## config.mk

```make
export PLATFORM = sky130hd
export DESIGN_NAME = psg_envelope_gen
export DESIGN_NICKNAME = d
export VERILOG_FILES = /design/src/rtl/psg_pkg.sv /design/src/rtl/env_voice.sv /design/src/rtl/psg_envelope_gen.sv
export SDC_FILE = /design/constraint.sdc
export NUM_CORES = 1
export LEC_CHECK = 0
export CORE_MARGIN = 2
export CORE_UTILIZATION = 50
export DETAILED_ROUTE_END_ITERATION = 8
export HOLD_SLACK_MARGIN = 0.02
export PLACE_DENSITY_LB_ADDON = 0.15
export SKIP_CTS_REPAIR_TIMING = 1
export SYNTH_ARGS = -nofsm -noshare
export SYNTH_HDL_FRONTEND = slang
export SYNTH_SLANG_ARGS = --single-unit
```

## constraint.sdc

```tcl
create_clock -name clk -period 8.98 [get_ports clk]
set_input_delay 0.898 -clock clk [delete_from_list [all_inputs] [get_ports clk]]
set_output_delay 0.898 -clock clk [all_outputs]
set_load 0.03 [all_outputs]
```

## src/rtl/psg_pkg.sv

```systemverilog
// rtl/psg_pkg.sv - shared types and constants for the PSG envelope generator
package psg_pkg;

  typedef enum logic [2:0] {
    IDLE    = 3'd0,
    ATTACK  = 3'd1,
    DECAY   = 3'd2,
    SUSTAIN = 3'd3,
    RELEASE = 3'd4
  } env_state_t;

  localparam logic [1:0] CFG_ATTACK  = 2'd0;
  localparam logic [1:0] CFG_DECAY   = 2'd1;
  localparam logic [1:0] CFG_SUSTAIN = 2'd2;
  localparam logic [1:0] CFG_RELEASE = 2'd3;

  localparam int VOL_BASE = 8;
  localparam int EN_REG   = 15;

  localparam logic [7:0] ATTACK_DEF  = 8'd16;
  localparam logic [7:0] DECAY_DEF   = 8'd4;
  localparam logic [7:0] SUSTAIN_DEF = 8'd128;
  localparam logic [7:0] RELEASE_DEF = 8'd8;

endpackage

```

## src/rtl/env_voice.sv

```systemverilog
// rtl/env_voice.sv - one ADSR voice: phase FSM, saturating level, write requests
module env_voice
  import psg_pkg::*;
#(
  parameter int OUT_SHIFT = 2
) (
  input  logic       clk,
  input  logic       reset,
  input  logic       tick,
  input  logic       key_on,
  input  logic       key_off,
  input  logic [7:0] attack_step,
  input  logic [7:0] decay_step,
  input  logic [7:0] sustain_level,
  input  logic [7:0] release_step,
  output logic [7:0] level,
  output logic       active,
  output logic       vol_dirty,
  output logic       active_chg
);

  env_state_t state, next_state;
  logic [7:0] next_level;
  logic [8:0] sum, diff_dec, diff_rel;

  always_ff @(posedge clk or posedge reset) begin
    if (reset) begin
      state <= IDLE;
      level <= '0;
    end else begin
      state <= next_state;
      level <= next_level;
    end
  end

  // Key events pre-empt the level step; the ninth bit catches overflow and borrow.
  always_comb begin
    next_state = state;
    next_level = level;
    sum        = {1'b0, level} + {1'b0, attack_step};
    diff_dec   = {1'b0, level} - {1'b0, decay_step};
    diff_rel   = {1'b0, level} - {1'b0, release_step};
    if (key_on) begin
      next_state = ATTACK;
    end else if (key_off) begin
      if (state inside {ATTACK, DECAY, SUSTAIN})
        next_state = RELEASE;
    end else if (tick) begin
      case (state)
        ATTACK: begin
          if (attack_step == '0 || sum >= 9'd255) begin
            next_level = 8'hFF;
            next_state = DECAY;
          end else begin
            next_level = sum[7:0];
          end
        end
        DECAY: begin
          if (decay_step == '0 || diff_dec[8] || diff_dec[7:0] <= sustain_level) begin
            next_level = sustain_level;
            next_state = SUSTAIN;
          end else begin
            next_level = diff_dec[7:0];
          end
        end
        RELEASE: begin
          if (release_step == '0 || diff_rel[8] || diff_rel[7:0] == '0) begin
            next_level = '0;
            next_state = IDLE;
          end else begin
            next_level = diff_rel[7:0];
          end
        end
        default: ;
      endcase
    end
  end

  always_comb begin
    active     = (state != IDLE);
    vol_dirty  = ((next_level >> OUT_SHIFT) != (level >> OUT_SHIFT));
    active_chg = ((next_state != IDLE) != (state != IDLE));
  end

endmodule

```

## src/rtl/psg_envelope_gen.sv

```systemverilog
// rtl/psg_envelope_gen.sv - per-voice ADSR envelopes streamed to the PSG register port
module psg_envelope_gen #(
  parameter int NVOICES   = 4,
  parameter int OUT_SHIFT = 2,
  parameter int VOL_BASE  = psg_pkg::VOL_BASE,
  parameter int EN_REG    = psg_pkg::EN_REG
) (
  input  logic                   clk,
  input  logic                   reset,
  input  logic                   tick,
  input  logic [NVOICES-1:0]     key_on,
  input  logic [NVOICES-1:0]     key_off,
  input  logic [1:0]             cfg_sel,
  input  logic [7:0]             cfg_data,
  input  logic                   cfg_write,
  output logic [3:0]             psg_sel,
  output logic [7:0]             psg_data,
  output logic                   psg_write,
  output logic [8*NVOICES-1:0]   env_level
);
  import psg_pkg::*;

  localparam int PW = $clog2(NVOICES + 1);

  logic [7:0] attack_step, decay_step, sustain_level, release_step;
  logic [7:0] level [NVOICES];
  logic [NVOICES-1:0] active, vol_dirty, active_chg;
  logic [NVOICES:0] dirty, dirty_set, slot_clr;
  logic [PW-1:0] ptr;
  logic [3:0] slot_sel;
  logic [7:0] slot_data;

  // Registered config only reaches the voices on the following tick.
  always_ff @(posedge clk or posedge reset) begin
    if (reset) begin
      attack_step   <= ATTACK_DEF;
      decay_step    <= DECAY_DEF;
      sustain_level <= SUSTAIN_DEF;
      release_step  <= RELEASE_DEF;
    end else if (cfg_write) begin
      case (cfg_sel)
        CFG_ATTACK:  attack_step   <= cfg_data;
        CFG_DECAY:   decay_step    <= cfg_data;
        CFG_SUSTAIN: sustain_level <= cfg_data;
        default:     release_step  <= cfg_data;
      endcase
    end
  end

  for (genvar i = 0; i < NVOICES; i++) begin : g_voice
    env_voice #(.OUT_SHIFT(OUT_SHIFT)) u_voice (
      .clk           (clk),
      .reset         (reset),
      .tick          (tick),
      .key_on        (key_on[i]),
      .key_off       (key_off[i]),
      .attack_step   (attack_step),
      .decay_step    (decay_step),
      .sustain_level (sustain_level),
      .release_step  (release_step),
      .level         (level[i]),
      .active        (active[i]),
      .vol_dirty     (vol_dirty[i]),
      .active_chg    (active_chg[i])
    );
    assign env_level[8*i +: 8] = level[i];
  end

  assign dirty_set = {|active_chg, vol_dirty};

  // Slot contents are taken from live state so the PSG sees the newest value.
  always_comb begin
    slot_sel  = 4'(EN_REG);
    slot_data = 8'(active);
    for (int i = 0; i < NVOICES; i++) begin
      if (ptr == PW'(i)) begin
        slot_sel  = 4'(VOL_BASE + i);
        slot_data = level[i] >> OUT_SHIFT;
      end
    end
    slot_clr      = '0;
    slot_clr[ptr] = 1'b1;
  end

  always_ff @(posedge clk or posedge reset) begin
    if (reset) begin
      ptr       <= '0;
      dirty     <= '1;
      psg_sel   <= '0;
      psg_data  <= '0;
      psg_write <= 1'b0;
    end else begin
      ptr       <= (ptr == PW'(NVOICES)) ? '0 : ptr + PW'(1);
      psg_write <= dirty[ptr];
      if (dirty[ptr]) begin
        psg_sel  <= slot_sel;
        psg_data <= slot_data;
      end
      dirty <= (dirty & ~slot_clr) | dirty_set;
    end
  end

endmodule

```

# Yosys cells after proc, flatten, opt, wreduce, memory -nomap -nowiden
# Cells that the tools add are included.
dict set report totals {
  input_bits 22
  output_inout_bits 45
  elab_cells 215
  reg_bits 97
}
dict set report classes {
  n_eq_ne 30
  addsub 13
  reduce_logical 56
  magnitude_cmp 10
  n_mux 73
  bitwise 12
}
# op n
set op_table {}
lappend op_table {{$mux 8} 27}
lappend op_table {{$pmux 8 s3} 4}
lappend op_table {{$mux 3} 30}
lappend op_table {{$sub 8x8->9} 8}
lappend op_table {{$logic_not 8->1} 7}
lappend op_table {{$reduce_bool 3->1} 16}
lappend op_table {{$add 8x8->9} 4}
lappend op_table {{$ge 9x8->1 const B} 4}
lappend op_table {{$pmux 3 s3} 4}
lappend op_table {{$le 8x8->1} 4}
lappend op_table {{$eq 3x2->1 const B} 10}
lappend op_table {{$ne 6x6->1} 4}
lappend op_table {{$logic_or 1x1->1} 20}
lappend op_table {{$reduce_and 4->1} 4}
lappend op_table {{$eq 3x1->1 const B} 5}
lappend op_table {{$eq 3x3->1 const B} 5}
lappend op_table {{$mux 4} 3}
lappend op_table {{$not 1->1} 9}
lappend op_table {{$reduce_and 2->1} 4}
lappend op_table {{$mux 6} 1}
lappend op_table {{$and 5x5->5} 1}
lappend op_table {{$not 5->5} 1}
lappend op_table {{$or 5x5->5} 1}
lappend op_table {{$lt 3x4->1 const B} 1}
lappend op_table {{13 further kinds} 17}

# Longest topological paths before layout
# Gate-level depths: netlist (run 1).
dict set report logic_depth {
  ltp_word 12
  depth_mapped 18
  depth_no_buf 18
}

# Cells and area by module
# From an unflattened synthesis (run 1), not the netlist that was laid out.
dict set report unflattened {
  cells_unflattened 1405
  hier_area_um2 11776.3
}
# mod area_each_um2 n_inst cells_per_inst seq_area_each_um2
set by_module_without_submodules {}
lappend by_module_without_submodules {{env_voice at g_voice[1].u_voice ...} 2296.0 2 301 275.3}
lappend by_module_without_submodules {{env_voice at g_voice[0].u_voice} 2436.1 1 311 275.3}
lappend by_module_without_submodules {psg_envelope_gen 2374.8 1 181 1287.5}
lappend by_module_without_submodules {{env_voice at g_voice[3].u_voice} 2373.5 1 311 275.3}

# Worst setup path after synthesis (run 1)
# No wires, ideal clock.
dict set report synth_path {
  path_type {register to register}
  startpoint {register g_voice[1].u_voice.level[2]}
  endpoint {register dirty[1]}
  path_stages_with_launch 16
  setup_slack_ps 4975
  arrival_ps 3906
  setup_ps 99
  required_time_ps 8881
  period_less_slack_ps 4005
  path_cell_list {dfrtp_1 ha_1 nor2b_1 o31a_1 or4b_2 nand3_1 ha_1 nand3_1 o221ai_1 a211o_1 buf_2 mux2i_1 o2111ai_1 mux2_2 nor4_1 o221ai_1}
}
dict set report synth_via {
  elab_chain_cells 10
}
# item line_no
set synth_lines {}
lappend synth_lines {{start: declaration} env_voice.sv:16} ;# output logic [7:0] level,
lappend synth_lines {{start signal: assignment} env_voice.sv:32} ;# level <= next_level;
lappend synth_lines {{$add 8x8->9, or another cell as far along} env_voice.sv:40} ;# sum = {1'b0, level} + {1'b0, attack_step};
lappend synth_lines {{$ge 9x8->1, or another cell as far along} env_voice.sv:51} ;# if (attack_step == '0 || sum >= 9'd255) begin
lappend synth_lines {{$logic_or 1x1->1 (on tied branches)} {env_voice.sv:51, env_voice.sv:59, env_voice.sv:67}}
lappend synth_lines {{$mux 8 (on tied branches)} {env_voice.sv:51, env_voice.sv:59, env_voice.sv:67}}
lappend synth_lines {{$pmux 8 s3} env_voice.sv:49} ;# case (state)
lappend synth_lines {{$mux 8} env_voice.sv:48} ;# end else if (tick) begin
lappend synth_lines {{$mux 8} env_voice.sv:45} ;# end else if (key_off) begin
lappend synth_lines {{$mux 8} env_voice.sv:43} ;# if (key_on) begin
lappend synth_lines {{$ne 6x6->1 *} env_voice.sv:81} ;# vol_dirty = ((next_level >> OUT_SHIFT) != (level >> OUT_SHIFT));
lappend synth_lines {{$or 5x5->5 *} psg_envelope_gen.sv:99} ;# dirty <= (dirty & ~slot_clr) | dirty_set;
lappend synth_lines {{end signal: assignment} psg_envelope_gen.sv:99}
lappend synth_lines {{end: declaration} psg_envelope_gen.sv:28} ;# logic [NVOICES:0] dirty, dirty_set, slot_clr;
# Mark *: on every way between the ends. The rest lies on a longest branch, timed or not.
# A chain may end at the register's enable or synchronous reset.

# Final worst setup path (run 1)
dict set report layout_path {
  startpoint {register decay_step[1]}
  endpoint {register dirty[2]}
}
dict set report layout_via {
  elab_chain_cells 10
}
# item line_no
set layout_lines {}
lappend layout_lines {{start: declaration} psg_envelope_gen.sv:25} ;# logic [7:0] attack_step, decay_step, sustain_level, release_step;
lappend layout_lines {{start signal: assignment} psg_envelope_gen.sv:43} ;# CFG_DECAY: decay_step <= cfg_data;
lappend layout_lines {{$sub 8x8->9 or $logic_not 8->1 (tied branches)} {env_voice.sv:41, env_voice.sv:59}}
lappend layout_lines {{$le 8x8->1 or $logic_or 1x1->1 (tied branches)} env_voice.sv:59} ;# if (decay_step == '0 || diff_dec[8] || diff_dec[7:0] <= sustain_level) begin
lappend layout_lines {{$logic_or 1x1->1} env_voice.sv:59}
lappend layout_lines {{$mux 8 *} env_voice.sv:59}
lappend layout_lines {{$pmux 8 s3 *} env_voice.sv:49}
lappend layout_lines {{$mux 8 *} env_voice.sv:48}
lappend layout_lines {{$mux 8 *} env_voice.sv:45}
lappend layout_lines {{$mux 8 *} env_voice.sv:43}
lappend layout_lines {{$ne 6x6->1 *} env_voice.sv:81}
lappend layout_lines {{$or 5x5->5 *} psg_envelope_gen.sv:99}
# Marks and branches as above.

==> results of run 1 <==
-- metal layers --
| metal | track usage [%] | part of all wire [%] |
|---|---|---|
| met1 | 46.24 | 45 |
| met2 | 47.47 | 40 |
| met3 | 9.526 | 10 |
| met4 | 15.47 | 4.9 |
| met5 | 0 | 0.058 |
-- logic make-up after synthesis --
kind of cell,Yosys count,synth area share (%)
compound gates,452,28.67
simple gates,421,19.07
flops,95,21.35
mux,57,5.636
xor+xnor,46,3.601
other cells,1,0.03351
buf+inv,134,4.629
fa+ha+maj,145,17.02
-- placed cells by master, fill, tap and decap left out, types with 17 or more instances in the layout --
| cell | instances |
|---|---|
| mux2i_1 | 21 |
| or3_1 | 17 |
| o21ai_0 | 76 |
| o211ai_1 | 23 |
| xor2_1 | 19 |
| xnor2_1 | 27 |
| nor2_1 | 126 |
| nor2b_1 | 28 |
| nand3_1 | 44 |
| o21a_1 | 45 |
| dfrtp_1 | 86 |
| mux2_2 | 33 |
| a21oi_1 | 88 |
| ha_1 | 133 |
| inv_1 | 95 |
| nand2_1 | 66 |
| nor3_1 | 36 |
| clkdlybuf4s50_1 | 64 |
| o31ai_1 | 18 |
| nand2b_1 | 17 |
-- state kept, by name (all words and copies together), names as in the netlist --
name,flops
g_voice.u_voice.level,32
g_voice.u_voice.state,12
attack_step,8
decay_step,8
release_step,8
sustain_level,8
psg_data,6
dirty,5
psg_sel,4
ptr,3
psg_write,1
-- power breakdown --
part / internal (mW) / switching (mW)
logic: 1.61 / 2.28
registers: 0.566 / 0.384
clock network: 0.220 / 0.190
total: 2.39 / 2.86
-- metrics by stage --
| stage | total power, mW | cell area [um2] | setup slack, ns | instances | hold slack, ns |
|---|---|---|---|---|---|
| 2_1_floorplan | 3.639 | 11190 | 4.975 | 1352 | 0.4932 |
| 3_3_place_gp | 4.698 | 12060 | 4.380 | 1662 | 0.4537 |
| 3_5_place_dp | 4.725 | 12060 | 4.365 | 1662 | 0.4554 |
| 4_1_cts | 5.156 | 12360 | 4.330 | 1678 | 0.4729 |
| 5_1_grt | 5.672 | 12360 | 3.829 | 1678 | 0.5013 |
| 6_report | 5.250 | 12360 | 4.249 | 1679 | 0.4666 |
-- area by class of cell --
cell class	instances	area [um2]	area share [%]
multi-input cells	1123	8287	67.05
clock buffers	11	232.7	1.883
clock inverters	5	65.06	0.5264
flip-flops and latches	95	2389	19.33
repair buffers	68	670.6	5.426
diodes	1	2.502	0.02025
well taps	280	350.3	2.835
inverters	96	362.8	2.936
-- worst min path at each step --
stage                                 end  cells past startpoint             from  slack, ns
after floorplan           release_step[5]                      1  release_step[5]       0.49
after global placement         psg_sel[3]                      1       psg_sel[3]       0.45
after detailed placement       psg_sel[3]                      1       psg_sel[3]       0.46
after CTS                      psg_sel[3]                      1       psg_sel[3]       0.47
after global routing           psg_sel[3]                      1       psg_sel[3]       0.50
final                          psg_sel[3]                      1       psg_sel[3]       0.47
-- critical path, cell delays in order, from the launching register on --
cell and delay (ns):
dfrtp_1 0.61, inv_1 0.23, ha_1 0.32, a21o_1 0.19
a311o_1 0.38, o21bai_1 0.17, xor2_1 0.23, inv_1 0.07
ha_1 0.29, and3_1 0.18, o21a_1 0.12, o31ai_1 0.09
a211oi_2 0.54, nand2_1 0.22, o211a_1 0.30, a22o_1 0.23
a2111oi_0 0.31, o211ai_1 0.15
==> metrics.txt, run 1 <==
top post-synthesis cells by area dfrtp_1 (19%), ha_1 (15%), nor2_1 (4.2%); Rows 54; RSZ-0062 raised after global routing false; final WL 39.44 mm; Worst IR Drop VDD 0.0001566 V; worst skew pair latency 0.36 ns; status complete, no violations; fraction of layout cells with a size suffix above 1 6.366%; pin count of the biggest net entering global routing 57; Synth cell types 88; P_leak 5.181 nW; Max-slew headroom 16.85%; DR WL/cell 23.49 um; Worst R2R Start decay_step[1]; worst-margin pin slew 1.244 ns; worst setup path endpoint dirty[2]; CTS Buf Count 9; Synth Warn # 0; first-pass GRT wire length 60.18 mm; core box area 21890 um2; IO Port Bufs 64; commonest cells in the netlist ha_1 (133), nor2_1 (126), inv_1 (96), a21oi_1 (88), dfrtp_1 (86); H-tree levels 3; reg-to-reg slack, setup 4.25 ns; IO Pins 67; Post-synth top flop dfrtp_1; clock buffer depth 2; crit-path max FO 8; CP Class flip-flop to flip-flop; fillers 2046; Final nets 1560; final hold vios 0; Cells after Synth 1351; setup TNS 0 ns; Syn Area/Cell 8.282 um2; DRT iter0 DRCs 1093; HP Class flip-flop to flip-flop; post-synthesis register bit count 95; Clock transition at path regs 0.07 ns; CTS sink count 95; Post-DP HPWL 29.70 mm; Clock Skew 0.009203 ns; RR Endpoint dirty[2]; post-DR vias/cell 6.611; Final ANT Viol Nets 0; vias in the first global route 10370; share of the synthesized area in the top cell type 19.23%; die width 153.6 um; Layout Utilization 56.46%; critical path data required time 9.25 ns; cell with the most instances after synthesis ha_1; Period minus WS final 4.731 ns; Data arrival, critical path 5.00 ns; GRT Overall Usage 33.23%; Die H 153.6 um; global route overflow 0; Post-synth EDFFs 0; # DRC 0; CTS Root Cell clkbuf_16; RD Place Congestion 0.9909; element type at the critical path start flip-flop; sequential area share after synthesis 21.35%; Synth Cell Area 11190 um2; Critical Path Source decay_step[1]; Synth area leader dfrtp_1; Crit. End Element flip-flop; fin. max-slew vios 0; Layout Area Growth over Synthesis 10.46%; CTS tree yes; ys async rst share 100.0%; fmax 0.2114 GHz; routed via count 11100; Die ar. 23590 um2; initial core utilization 51.11%; max-cap violation count 0; r2r worst-path depth 17; drt pass-1 iters 5; final worst path period share 52.69%; setup violators final 0; antenna violations before repair 3; Pwr Density 424.8 nW/um2
(Power assumes the default switching activity.)
==> run 2, diff against run 1 <==
- clock period: 8.98 -> 4.42 ns (I/O delays scaled with it)
==> metrics.txt, run 2 (synthesis gave the netlist of run 1 again) <==
status complete, no violations (unchanged); fillers 2010 (was 2046); GRT Overall Usage 32.44% (was 33.23%); drt pass-1 iters 6 (was 5); Clock transition at path regs 0.08 ns (was 0.07 ns); worst skew pair latency 0.36 ns (about the same); H-tree levels 3 (unchanged); RSZ-0062 raised after global routing true (was false); HP Class flip-flop to flip-flop (unchanged); Crit. End Element flip-flop (unchanged); Layout Utilization 58.02% (was 56.46%); Die H 153.6 um (unchanged); routed via count 11260 (was 11100); Critical Path Max Stage Delay 0.54 ns (was 0.61 ns); IO Pins 67 (unchanged); Pwr Density 859.5 nW/um2 (was 424.8 nW/um2); first-pass GRT wire length 58.92 mm (was 60.18 mm); CP delay by family, top compound AO/OA/AOI/OAI gates (unchanged); antenna violations before repair 0 (was 3); # DRC 0 (unchanged); Levels on crit path 18 (was 17); fraction of layout cells with a size suffix above 1 9.659% (was 6.366%); P_leak 5.384 nW (was 5.181 nW); most common cell after layout, fill and taps aside ha_1 (unchanged); Max-slew headroom 24.65% (was 16.85%); CP Buf/Inv Count 3 (was 2); critical path cell sequence inv_1 -> ha_1 -> o21a_1 -> o31a_1 -> o21a_1 -> nor2_1 -> xor2_1 -> inv_1 -> ha_1 -> a2111oi_2 -> nand3_1 -> o2111ai_2 -> buf_4 -> mux2i_1 -> o221ai_1 -> a222oi_1 -> o21a_1 -> o211ai_1 (was inv_1 -> ha_1 -> a21o_1 -> a311o_1 -> o21bai_1 -> xor2_1 -> inv_1 -> ha_1 -> and3_1 -> o21a_1 -> o31ai_1 -> a211oi_2 -> nand2_1 -> o211a_1 -> a22o_1 -> a2111oi_0 -> o211ai_1); CTS tree yes (unchanged); Hold Crit Depth 1 (unchanged); CTS sink count 95 (unchanged); fmax 0.2348 GHz (was 0.2114 GHz); die width 153.6 um (unchanged); Worst IR Drop VDD 0.0003420 V (was 0.0001566 V); register with the highest flop count g_voice.u_voice.level (unchanged); clock buffer depth 2 (unchanged); vias in the first global route 10280 (was 10370); final worst path period share 96.37% (was 52.69%); Die ar. 23590 um2 (unchanged); CP most frequent cell o21a_1; IO Port Bufs 64 (unchanged); RD Place Congestion 0.9998 (was 0.9909); setup violators final 0 (unchanged); Data arrival, critical path 4.54 ns (was 5.00 ns); max-cap violation count 0 (unchanged); final worst slack 0.1604 ns (was 4.249 ns); Post-Layout Inst Area 12700 um2 (was 12360 um2); pin count of the biggest net entering global routing 76 (was 57); crit-path max FO 12 (was 8); Clock Skew 0.01054 ns (was 0.009203 ns); DRT iter0 DRCs 1035 (was 1093); Min Hold Slack 0.4715 ns (was 0.4666 ns); Rows 54 (unchanged); commonest cells after routing, fill and taps aside ha_1 (132), nor2_1 (126), inv_1 (95) (was ha_1 (133), nor2_1 (126), inv_1 (95)); element type at the critical path start flip-flop (unchanged); CTS Root Cell clkbuf_16 (unchanged); Layout Area Growth over Synthesis 13.52% (was 10.46%); CTS Buf Count 9 (unchanged); DR WL/cell 22.75 um (was 23.49 um); r2r worst-path depth 18 (was 17); dpl cell area 12350 um2 (was 12060 um2); global route overflow 0 (unchanged); slowest cell on the critical path dfstp_2 (was dfrtp_1); n_diodes 0 (was 1); Setup WS pre-CTS 0.1438 ns (was 4.365 ns); core box area 21890 um2 (unchanged); setup TNS 0 ns (unchanged); worst-margin pin slew 1.128 ns (was 1.244 ns); fin. max-slew vios 0 (unchanged); final WL 39.10 mm (was 39.44 mm); post-DR vias/cell 6.553 (was 6.611); critical path data required time 4.70 ns (was 9.25 ns); initial core utilization 51.11% (unchanged); Top Registers g_voice.u_voice.level (32), g_voice.u_voice.state (12) (unchanged); Period minus WS final 4.260 ns (was 4.731 ns); Post-DP HPWL 30.00 mm (was 29.70 mm); Final ANT Viol Nets 0 (unchanged); Final nets 1601 (was 1560); final hold vios 0 (unchanged); number of flip-flops in the largest register 32 (unchanged); CP Class flip-flop to flip-flop (unchanged)
==> run 2: cell count changes in the layout (fill, tap and decap cells not counted), moves of 2 or more <==
cell,change
buf_4,+41
clkbuf_1,-2
clkinv_4,-2
inv_8,+2
nor4_1,-2
nor4_2,+2
==> run 2: layout make-up <==
cell class | instances | area, um2 | share of cell area, %
Multi-Input combinational cell | 1123 | 8335 | 65.62
Sequential cell | 95 | 2389 | 18.80
Timing Repair Buffer | 109 | 978.4 | 7.703
Inverter | 96 | 362.8 | 2.857
Tap cell | 280 | 350.3 | 2.758
Clock buffer | 9 | 225.2 | 1.773
Clock inverter | 7 | 61.31 | 0.4827
==> run 2: path summary, 6_finish.rpt <==
path	from	endpoint	slack, ns
max in group asynchronous	reset	attack_step[4]	2.81
hold reg to reg	psg_sel[3]	psg_sel[3]	0.47
hold / removal	psg_sel[3]	psg_sel[3]	0.47
min in group asynchronous	reset	g_voice[2].u_voice.state[1]	0.66
setup reg to reg	decay_step[2]	dirty[0]	0.16
setup / recovery	decay_step[2]	dirty[0]	0.16
==> run 2: routing by layer <==
| layer | wire length (um) | GRT usage, % |
|---|---|---|
| met5 | 0 | 0 |
| met4 | 1599 | 12.19 |
| met3 | 4055 | 8.596 |
| met2 | 16480 | 48.36 |
| met1 | 16960 | 45.07 |
==> run 2: stage by stage <==
stage | instances | power [mW]
2_1_floorplan | 1352 | 7.392
3_3_place_gp | 1701 | 9.718
3_5_place_dp | 1701 | 9.817
4_1_cts | 1717 | 10.66
5_1_grt | 1719 | 11.75
6_report | 1719 | 10.92
==> run 2: power breakdown <==
group | leakage, nW | total, mW | switching (mW) | internal (mW)
sequential | 1.10 | 1.54 | 0.381 | 1.16
combinational | 4.15 | 8.58 | 5.07 | 3.52
clock | 0.141 | 0.795 | 0.399 | 0.396
total | 5.38 | 10.9 | 5.85 | 5.07
==> run 2: worst reg2reg max path: stages (launching register included) <==
cell and delay, ns:
dfstp_2 0.54, inv_1 0.11, ha_1 0.35, o21a_1 0.18
o31a_1 0.15, o21a_1 0.19, nor2_1 0.14, xor2_1 0.31
inv_1 0.09, ha_1 0.23, a2111oi_2 0.35, nand3_1 0.15
o2111ai_2 0.10, buf_4 0.23, mux2i_1 0.23, o221ai_1 0.20
a222oi_1 0.36, o21a_1 0.18, o211ai_1 0.09
